<file path="src/rtl/morse_pkg.sv">
// Shared constants for the Morse decoder: symbol encoding, ASCII codes, depth limit.
// MORSE_PUNCT_EN raises the symbol limit to 6 and enables the punctuation table entries.
package morse_pkg;

    localparam logic SYM_DIT  = 1'b0;
    localparam logic SYM_DASH = 1'b1;

`ifdef MORSE_PUNCT_EN
    localparam logic [2:0] MAX_SYM = 3'd6;
`else
    localparam logic [2:0] MAX_SYM = 3'd5;
`endif

    localparam logic [7:0] ASCII_SPACE = 8'h20;
    localparam logic [7:0] ASCII_ERR   = 8'h2A;

    // Lookup key is {count, pattern}
    localparam int KEY_W = 9;

endpackage

</file>
<file path="src/rtl/morse_lut.sv">
// Combinational Morse ROM: {cnt, sym} -> uppercase ASCII plus hit flag.
// Punctuation entries are present only when MORSE_PUNCT_EN is defined.
module morse_lut
    import morse_pkg::*;
(
    input  logic [2:0] cnt,
    input  logic [5:0] sym,
    output logic [7:0] ascii,
    output logic       hit
);

    logic [KEY_W-1:0] key;

    assign key = {cnt, sym};

    // First symbol entered is the MSB of the cnt valid LSBs; dash = 1.
    always_comb begin
        ascii = 8'h00;
        case (key)
            9'b001_000000: ascii = "E";
            9'b001_000001: ascii = "T";
            9'b010_000000: ascii = "I";
            9'b010_000001: ascii = "A";
            9'b010_000010: ascii = "N";
            9'b010_000011: ascii = "M";
            9'b011_000000: ascii = "S";
            9'b011_000001: ascii = "U";
            9'b011_000010: ascii = "R";
            9'b011_000011: ascii = "W";
            9'b011_000100: ascii = "D";
            9'b011_000101: ascii = "K";
            9'b011_000110: ascii = "G";
            9'b011_000111: ascii = "O";
            9'b100_000000: ascii = "H";
            9'b100_000001: ascii = "V";
            9'b100_000010: ascii = "F";
            9'b100_000100: ascii = "L";
            9'b100_000110: ascii = "P";
            9'b100_000111: ascii = "J";
            9'b100_001000: ascii = "B";
            9'b100_001001: ascii = "X";
            9'b100_001010: ascii = "C";
            9'b100_001011: ascii = "Y";
            9'b100_001100: ascii = "Z";
            9'b100_001101: ascii = "Q";
            9'b101_000000: ascii = "5";
            9'b101_000001: ascii = "4";
            9'b101_000011: ascii = "3";
            9'b101_000111: ascii = "2";
            9'b101_001111: ascii = "1";
            9'b101_010000: ascii = "6";
            9'b101_011000: ascii = "7";
            9'b101_011100: ascii = "8";
            9'b101_011110: ascii = "9";
            9'b101_011111: ascii = "0";
`ifdef MORSE_PUNCT_EN
            9'b101_010010: ascii = "/";
            9'b110_010101: ascii = ".";
            9'b110_110011: ascii = ",";
            9'b110_001100: ascii = "?";
`endif
            default:       ascii = 8'h00;
        endcase
    end

    // No table entry maps to NUL, so a nonzero code marks a hit.
    assign hit = |ascii;

endmodule

</file>
<file path="src/rtl/morse_decoder.sv">
// Accumulates dit/dash symbols, flags undecodable patterns, and emits ASCII on nxt_char.
// MORSE_PUNCT_EN (via morse_pkg/morse_lut) extends depth to 6 symbols and adds punctuation.
module morse_decoder
    import morse_pkg::*;
#(
    parameter int                 CODE_W   = 8,
    parameter logic [CODE_W-1:0]  ERR_CHAR = CODE_W'(8'h2A)
) (
    input  logic              clk,
    input  logic              reset,
    input  logic              nxt_bit,
    input  logic              dash_dit,
    input  logic              nxt_char,
    output logic              dc_error,
    output logic [2:0]        sym_cnt,
    output logic [CODE_W-1:0] char_code,
    output logic              char_valid
);

    logic [5:0]        sym_q, sym_d;
    logic [2:0]        cnt_q, cnt_d;
    logic              ovf_q, ovf_d;
    logic [CODE_W-1:0] char_code_q, char_code_d;
    logic              char_valid_q, char_valid_d;

    logic [7:0]        lut_ascii;
    logic              lut_hit;
    logic              err;

    morse_lut u_lut (
        .cnt   (cnt_q),
        .sym   (sym_q),
        .ascii (lut_ascii),
        .hit   (lut_hit)
    );

    // Derived only from registered state so texter_control sees no input-to-output path.
    assign err = ovf_q | (cnt_q == 3'd0) | ~lut_hit;

    always_comb begin
        sym_d        = sym_q;
        cnt_d        = cnt_q;
        ovf_d        = ovf_q;
        char_code_d  = char_code_q;
        char_valid_d = 1'b0;

        if (nxt_char) begin
            if (!err) begin
                char_code_d  = CODE_W'(lut_ascii);
                char_valid_d = 1'b1;
            end else begin
                char_code_d  = ERR_CHAR;
            end
            sym_d = 6'd0;
            cnt_d = 3'd0;
            ovf_d = 1'b0;
        end else if (nxt_bit) begin
            if (cnt_q < MAX_SYM) begin
                sym_d = {sym_q[4:0], dash_dit};
                cnt_d = cnt_q + 3'd1;
            end else begin
                ovf_d = 1'b1;
            end
        end
    end

    always_ff @(posedge clk) begin
        if (!reset) begin
            sym_q        <= 6'd0;
            cnt_q        <= 3'd0;
            ovf_q        <= 1'b0;
            char_code_q  <= CODE_W'(ASCII_SPACE);
            char_valid_q <= 1'b0;
        end else begin
            sym_q        <= sym_d;
            cnt_q        <= cnt_d;
            ovf_q        <= ovf_d;
            char_code_q  <= char_code_d;
            char_valid_q <= char_valid_d;
        end
    end

    assign dc_error   = err;
    assign sym_cnt    = cnt_q;
    assign char_code  = char_code_q;
    assign char_valid = char_valid_q;

endmodule
</file>
<file path="config.mk">
export PLATFORM = sky130hd
export DESIGN_NAME = morse_decoder
export DESIGN_NICKNAME = d
export VERILOG_FILES = /design/src/rtl/morse_pkg.sv /design/src/rtl/morse_lut.sv /design/src/rtl/morse_decoder.sv
export SDC_FILE = /design/constraint.sdc
export NUM_CORES = 1
export LEC_CHECK = 0
export ABC_AREA = 0
export CORE_AREA = 2 2 54 56
export DETAILED_ROUTE_END_ITERATION = 10
export DIE_AREA = 0 0 56 58
export GPL_TIMING_DRIVEN = 0
export PLACE_DENSITY_LB_ADDON = 0.3
export SYNTH_ARGS = -nofsm -noshare
export SYNTH_HDL_FRONTEND = slang
export SYNTH_SLANG_ARGS = --single-unit
</file>
<file path="constraint.sdc">
create_clock -name clk -period 2.65 [get_ports clk]
set_input_delay 0.3975 -clock clk [delete_from_list [all_inputs] [get_ports clk]]
set_output_delay 0.3975 -clock clk [all_outputs]
set_load 0.03 [all_outputs]
</file>
======== Word level (Yosys, flattened, before mapping) ========
Index checks and enable logic that the tools add are counted.
operators by class
  mux-type cells .......................... 3
  equal/unequal tests ..................... 36
  reductions and logical operators ........ 6
  magnitude comparators ................... 1
  $add $sub $neg .......................... 1
  bitwise operators ....................... 5
operator list
  cell                                                  number
  one-hot mux 7 bit (36 select lines)                   1
  equality test 9 bit (second input constant)           22
  equality test 9 x 8 -> 1 bit (second input constant)  12
  equality test 9 x 7 -> 1 bit (second input constant)  2
  2-to-1 mux 8 bit                                      1
  OR reduction 8 bit                                    1
  AND reduction 2 bit                                   3
  adder 3 x 1 -> 3 bit (second input constant)          1
  logical NOT 3 bit                                     1
  less-than comparator 3 bit (second input constant)    1
  NOT 1 bit                                             3
  OR 1 bit                                              2
  OR reduction 2 bit                                    1
  2-to-1 mux 1 bit                                      1
word-level totals
  output and inout bits ................... 13
  word-level logic and storage cells ...... 57
  register bits ........................... 19

======== Logic depth before layout (Yosys ltp) ========
Gate-level depths: netlist of the first run.
  depth after elaboration ................. 6
  depth in mapped cells ................... 9

======== Hierarchy ========
A second synthesis of the first run with hierarchy kept.
second synthesis, totals
  cells, all modules ...................... 190
  area total of the unflattened synthesis .. 1524.0 um2
by module, submodules not included
  module         area an instance (um2)  cells each  times used
  morse_lut      799.5                   117         1
  morse_decoder  724.4                   73          1

======== Least setup slack after synthesis of the first run ========
OpenSTA, ideal clock, no wires.
  kind .................................... register to output
  start point ............................. register cnt_q[0], in the netlist sym_cnt[0]
  end point ............................... output port dc_error
  data required time ...................... 2253 ps
  arrival ................................. 2302 ps
  slack ................................... -50 ps
  stages on the path, launching flop included .. 10
  buffers on the path ..................... 1
  path through ............................ dfxtp_1 > inv_1 > ha_1 > nor4bb_1 > buf_2 > a22o_1 > o2bb2ai_1 > a2111oi_4 > nand2b_2 > nand2_1
on the way
  cells in the longest elaborated chain, start to end .. 5
ends and longest elaborated chain
  item                                         RTL line             source
  from (decl)                                  morse_decoder.sv:21  logic [2:0] cnt_q, cnt_d;
  from (signal assigned)                       morse_decoder.sv:76  cnt_q <= cnt_d;
  equality test 9 bit (tied with other cells)  morse_lut.sv:19      case (key)
  one-hot mux 7 bit (36 select lines)          morse_lut.sv:19
  OR reduction 8 bit                           morse_lut.sv:67      assign hit = |ascii;
  NOT 1 bit                                    morse_decoder.sv:38  assign err = ovf_q | (cnt_q == 3'd0) | ~lut_hit;
  OR 1 bit (*)                                 morse_decoder.sv:38
  to (decl)                                    morse_decoder.sv:14  output logic dc_error,
Mark *: on every way between the ends. The rest lies on a longest branch, timed or not.

======== Worst setup path after layout of the first run ========
  start point ............................. register cnt_q[1], in the netlist sym_cnt[1]
  end point ............................... output port dc_error
The elaborated chain is that of the path after synthesis.

==> flow_summary.json, run 1 <==
{
  "drt-pass1-iter-count": 5,
  "crit_required_ns": 2.25,
  "diodes": 0,
  "synth_area_leaders": "dfxtp_1, nand2_1, a21oi_1",
  "slew-limit-headroom_pct": 54.27,
  "synth_cell_types": 48,
  "yosysWarnings": 0,
  "grt_pass1_vias": 1339,
  "crit_path_end_kind": "output port",
  "worstReg2RegEnd": "char_code[3]$_SDFFE_PN0P_",
  "chipWidth_um": 56,
  "synth.most_common_cell": "nand2_1",
  "timing.rr.start": "sym_q[0]$_SDFFE_PP0P_",
  "holdCritStartpoint": "char_code[2]$_SDFFE_PN0P_",
  "cts_buffer_depth": 2,
  "routedWlPerCell_um": 16.42,
  "htree_levels": 1,
  "cts.clk_slew.worst_paths_ns": 0.10,
  "routed_wl_um": 4056,
  "hold_violations": 0,
  "synth_edf_count": 0,
  "finalClockSkew_ns": 0.002031,
  "ys_seq_area_share_pct": 26.21,
  "period_minus_slack_ns": 2.685,
  "critPathMaxFanout": 5,
  "failed_checks": "setup timing",
  "cp-start-kind": "flop",
  "reg2regPathDepth": 6,
  "ys_async_sr_fraction_pct": 0,
  "rsz0062_at_grt": "true",
  "synth_top_area_share_pct": 26.21,
  "irDropWorstVdd_v": 0.0005551,
  "drt-vias-per-instance": 6.194,
  "critPathKind": "flop to output port",
  "synth_top_area_cell": "dfxtp_1",
  "leakagePower_nw": 0.6517,
  "core.rowCount": 19,
  "syn_avg_cell_area_um2": 7.514,
  "port_buffers": 16,
  "numClockSinks": 18,
  "slew_violations": 0,
  "synthCells": 183,
  "synth_seq_cells": 18,
  "track_usage_pct": 23.75,
  "r2r_setup_slack_ns": 0.36,
  "numCtsBuffers": 3,
  "num-fill-cells": 227,
  "synth_nets": 192,
  "whs_endpoint": "char_code[2]$_SDFFE_PN0P_",
  "gp_congestion": 1.013,
  "insertion_delay_ns": 0.28,
  "cts-hold-fix-buffers": 0,
  "cp.arrival_ns": 2.29,
  "layout-drive-gt1-share_pct": 20.83,
  "drtIter0Drc": 109,
  "initial_utilization_pct": 51.64,
  "cts_root_buf": "clkbuf_4",
  "syn2layout_area_growth_pct": 30.94,
  "vias": 1530,
  "hp-class": "flop to flop",
  "ioPinCount": 18,
  "utilization_pct": 67.62,
  "holdWs_ns": 0.4505,
  "die_area_mm2": 0.003248,
  "dp_hpwl_um": 2671,
  "slowest_delay_ns": 0.41,
  "antenna_left": 0,
  "setup_viol": 1,
  "grt_overflow": 0,
  "route.detailed.drc": 0,
  "nets": 226,
  "cts_tree": "yes",
  "postLayoutSetupSlackWorst_ns": -0.03451,
  "period_share_pct": 101.3,
  "synth_common_cells": "nand2_1, dfxtp_1, a21oi_1",
  "fmax_ghz": 0.3725,
  "core_mm2": 0.002663,
  "cp_slowest_cell": "a2111oi_4",
  "antenna_found_initial": 0,
  "grt_pass1_wl_um": 6251,
  "synth.cell_area_mm2": 0.001375,
  "worstMarginPinSlew_ns": 0.6813,
  "p_per_area_mw_per_mm2": 299.0,
  "fin_total_pwr_w": 0.0005384,
  "outcome": "finished with violations",
  "multiInputGateArea_um2": 998.5,
  "synth_flop_cell": "dfxtp_1",
  "regArea_um2": 367.9,
  "grt_max_degree": 11,
  "worstHoldPathCells": 2,
  "die_h_um": 58,
  "cp_cell_sequence": "inv_4 > ha_4 > nor4bb_1 > buf_4 > a22o_1 > o2bb2ai_2 > a2111oi_4 > nand2b_2 > nand2_2 > buf_6",
  "drv_cap": 0
}
==> power by group <==
group          switching, W  leakage (nW)  internal (W)   total, W
Combinational     0.0000517         0.483     0.0000446  0.0000963
Sequential       0.00000335         0.147      0.000274   0.000277
Clock             0.0000815        0.0210     0.0000834   0.000165
==> kinds of logic after synthesis <==
kind of cell	synth area share, %
flops	26.21
fa+ha+maj	3.640
mux	1.092
compound gates	29.21
other cells	0.2727
buf+inv	6.551
simple gates	31.76
xor+xnor	1.274
==> per-layer routing <==
| layer | up-vias | global-route usage, % | share of wire (%) |
|---|---|---|---|
| met5 | - | 0 | 0 |
| met4 | 0 | 7.823 | 3.3 |
| met3 | 17 | 1.786 | 7.4 |
| met2 | 81 | 40.50 | 48 |
| met1 | 707 | 32.13 | 42 |
| li1 | 725 | - | - |
==> through the flow <==
| step | area, um^2 | setup slack, ns | cells | setup TNS [ns] |
|---|---|---|---|---|
| 4_1_cts | 1745 | -0.03740 | 244 | -0.03740 |
| 3_5_place_dp | 1575 | -0.5400 | 230 | -0.5400 |
| 5_1_grt | 1800 | -0.1087 | 247 | -0.1087 |
| 2_1_floorplan | 1376 | 0.00008638 | 183 | 0 |
| 3_3_place_gp | 1575 | -0.5154 | 230 | -0.5154 |
| 6_report | 1800 | -0.03451 | 247 | -0.03451 |
==> worst max path at each step <==
stage                            start        to  slack (ns)  depth (start not counted)
6_report       sym_cnt[1]$_SDFFE_PP0P_  dc_error       -0.03                         10
5_1_grt        sym_cnt[0]$_SDFFE_PP0P_  dc_error       -0.11                          9
4_1_cts        sym_cnt[0]$_SDFFE_PP0P_  dc_error       -0.04                          9
3_5_place_dp   sym_cnt[1]$_SDFFE_PP0P_  dc_error       -0.54                         10
3_3_place_gp   sym_cnt[1]$_SDFFE_PP0P_  dc_error       -0.52                         10
2_1_floorplan  sym_cnt[1]$_SDFFE_PP0P_  dc_error     0.00009                          9
==> final cells by class <==
cell class              instances  share of cell area (%)
multi-input cells             145                   55.46
plain buffers                  15                   4.239
well taps                      31                   2.154
flip-flops and latches         18                   20.43
repair buffers                 29                   14.38
inverters                       5                   1.320
clock buffers                   4                   2.015
==> critical path: cells and delay by family, from the launching register on <==
kind / cells / cell delay, ns
DFF: 1 / 0.39
AOI/OAI and AO/OA: 3 / 0.77
and+or+nand+nor: 3 / 0.33
buffers and inverters: 3 / 0.35
adders and majority gates: 1 / 0.17
==> flip-flops by register name (all words and copies together) (netlist names) <==
signal	cells
ovf_q	1
sym_q	6
char_code	7
sym_cnt	3
char_valid	1
==> repair_timing <==
| action | CTS | global route |
|---|---|---|
| gates resized for setup | 21 | 10 |
| endpoints found under the setup margin | 1 | 1 |
| buffers inserted | 10 | 3 |
| pin swaps | 5 | 2 |
==> cell usage in the layout, fill, tap and decap left out, types with 3 or more instances in the layout <==
cell and n:
a31oi_1 4, inv_1 3, nor2b_1 8, o21ai_1 3
clkdlybuf4s50_1 15, a22oi_1 3, a21oi_1 16, nor2_1 12
o31ai_1 3, clkbuf_4 3, nand2b_1 4, clkbuf_1 7
dfxtp_1 16, buf_4 15, nand3_1 14, nand2_1 24
o21ai_0 7
No activity file was read; power rests on OpenSTA's default activity.
==> run 2, diff against run 1 <==
SLEW_MARGIN = 20   (was unset)
==> results of run 2 <==
The final DEF is identical to that of run 1; final timing and power are the same.
==> run 3, diff against run 2 <==
CORE_AREA = 10 10 62 64   (was 2 2 54 56)
CTS_BUF_LIST = sky130_fd_sc_hd__clkbuf_8 sky130_fd_sc_hd__clkbuf_16   (was unset)
DIE_AREA = 0 0 72 74   (was 0 0 56 58)
SKIP_LAST_GASP = 1   (was unset)
==> flow_summary.json, run 3 (synthesis gave the netlist of run 1 again) <==
{
  "leakagePower_nw": 0.6571,
  "crit_path_end_kind": "output port",
  "layout-drive-gt1-share_pct": 20.37,
  "slew_violations": 0,
  "numClockSinks": 18,
  "instances_no_fill": 247,
  "syn2layout_area_growth_pct": 31.39,
  "drtIter0Drc": 113,
  "antenna_left": 0,
  "vias": 1526,
  "p_int_w": 0.0004493,
  "p_seq_share_pct": 46.1,
  "period_share_pct": 99.63,
  "rsz0062_at_grt": "true",
  "grt.met1_usage_pct": 17.20,
  "cts.clk_slew.worst_paths_ns": 0.07,
  "core_mm2": 0.002663,
  "drv_cap": 0,
  "cts_root_buf": "clkbuf_8",
  "drt-pass1-iter-count": 4,
  "core.rowCount": 19,
  "route.detailed.drc": 0,
  "die_area_mm2": 0.005328,
  "routedWlPerCell_um": 17.16,
  "die_h_um": 74,
  "drt-vias-per-instance": 6.178,
  "diodes": 0,
  "preCtsSetupSlack_ns": -0.5764,
  "cts-hold-fix-buffers": 0,
  "setup_viol": 0,
  "dpl.cell_count": 230,
  "holdWs_ns": 0.4495,
  "grt_use_met2_pct": 24.90,
  "fmax_ghz": 0.3788,
  "nets": 226,
  "r2r_setup_slack_ns": 0.35,
  "crit_required_ns": 2.25,
  "outcome": "complete, no violations",
  "port_buffers": 16,
  "track_usage_pct": 14.81,
  "p_sw_w": 0.0001519,
  "worstMarginPinSlew_ns": 0.6672,
  "irDropWorstVdd_v": 0.0004545,
  "antenna_found_initial": 0,
  "postLayoutSetupSlackWorst_ns": 0.009918,
  "grt_pass1_wl_um": 6499,
  "gp_congestion": 1.000,
  "dp_hpwl_um": 2965,
  "largest_reg_flops": 7,
  "slew-limit-headroom_pct": 55.22,
  "insertion_delay_ns": 0.25,
  "cts_tree": "yes",
  "p_per_area_mw_per_mm2": 332.8,
  "cp-start-kind": "flop",
  "htree_levels": 1,
  "cp.arrival_ns": 2.24,
  "finalClockSkew_ns": 0.002050,
  "grt_max_degree": 11,
  "p_comb_share_pct": 15.9,
  "design_area_mm2": 0.001807,
  "grt_pass1_vias": 1375,
  "critPathKind": "flop to output port",
  "initial_utilization_pct": 51.64,
  "fin_total_pwr_w": 0.0006012,
  "mostFrequentLayoutCells": "nand2_1, a21oi_1, dfxtp_1, buf_4, clkdlybuf4s50_1",
  "routed_wl_um": 4238,
  "hp-class": "flop to flop",
  "chipWidth_um": 72,
  "ioPinCount": 18,
  "p_clk_share_pct": 38.0,
  "critPathMaxFanout": 6,
  "multiInputGateArea_um2": 989.7,
  "switching_share_pct": 25.26,
  "grt_busiest_layer": "met2",
  "numCtsBuffers": 3,
  "cts_buffer_depth": 2,
  "dpl_cell_area_mm2": 0.001575,
  "layout_commonest_cell": "nand2_1",
  "regArea_um2": 367.9,
  "num-fill-cells": 229,
  "hold_violations": 0,
  "period_minus_slack_ns": 2.640,
  "grt_overflow": 0,
  "gr-usage-met3_pct": 3.457
}
==> run 3: power groups by stage <==
stage	Clock, W	Sequential [W]	Combinational, W
2_1_floorplan	0	0.000292	0.0000427
3_3_place_gp	0	0.000284	0.0000760
5_1_grt	0.000242	0.000278	0.000102
3_5_place_dp	0	0.000285	0.0000776
6_report	0.000228	0.000277	0.0000957
4_1_cts	0.000229	0.000278	0.0000890
==> run 3: final timing paths <==
| check | endpoint | from | cells after the start |
|---|---|---|---|
| max | dc_error | sym_cnt[0]$_SDFFE_PP0P_ | 9 |
| min | char_code[2]$_SDFFE_PN0P_ | char_code[2]$_SDFFE_PN0P_ | 2 |
| max reg2reg | char_code[1]$_SDFFE_PN0P_ | sym_q[1]$_SDFFE_PP0P_ | 7 |
| min reg2reg | char_code[2]$_SDFFE_PN0P_ | char_code[2]$_SDFFE_PN0P_ | 2 |
==> run 3: stage by stage <==
step / TNS, ns / util (%)
4_1_cts: 0 / 65.79
3_5_place_dp: -0.5764 / 59.16
5_1_grt: -0.07594 / 67.86
6_report: 0 / 67.86
3_3_place_gp: -0.4912 / 59.16
2_1_floorplan: 0 / -
==> run 3: final cells by class <==
class / count / share of cell area (%)
buffer: 15 / 4.155
clock buffer: 4 / 3.047
inverter: 5 / 1.177
multi-input combinational: 145 / 54.78
sequential: 18 / 20.36
tap: 31 / 2.147
timing repair buffer: 29 / 14.34
==> run 3: routing by layer <==
metal	share of wire [%]	vias to the layer above
li1	-	730
met1	42	693
met2	47	87
met3	7.8	16
met4	3.1	0
met5	0	-
==> run 3: repair_timing <==
action,4_1_cts,5_1_grt
gates resized for setup,21,7
pin swaps,5,3
setup buffers,8,5
endpoints found under the setup margin,1,1
==> run 3: critical path: stages, from the launching register on <==
cell,delay [ns]
dfxtp_4,0.37
buf_4,0.14
ha_4,0.17
mux2_4,0.29
a32oi_2,0.27
o32ai_4,0.14
a2111oi_4,0.28
nand2b_2,0.11
nand2_2,0.07
buf_6,0.13
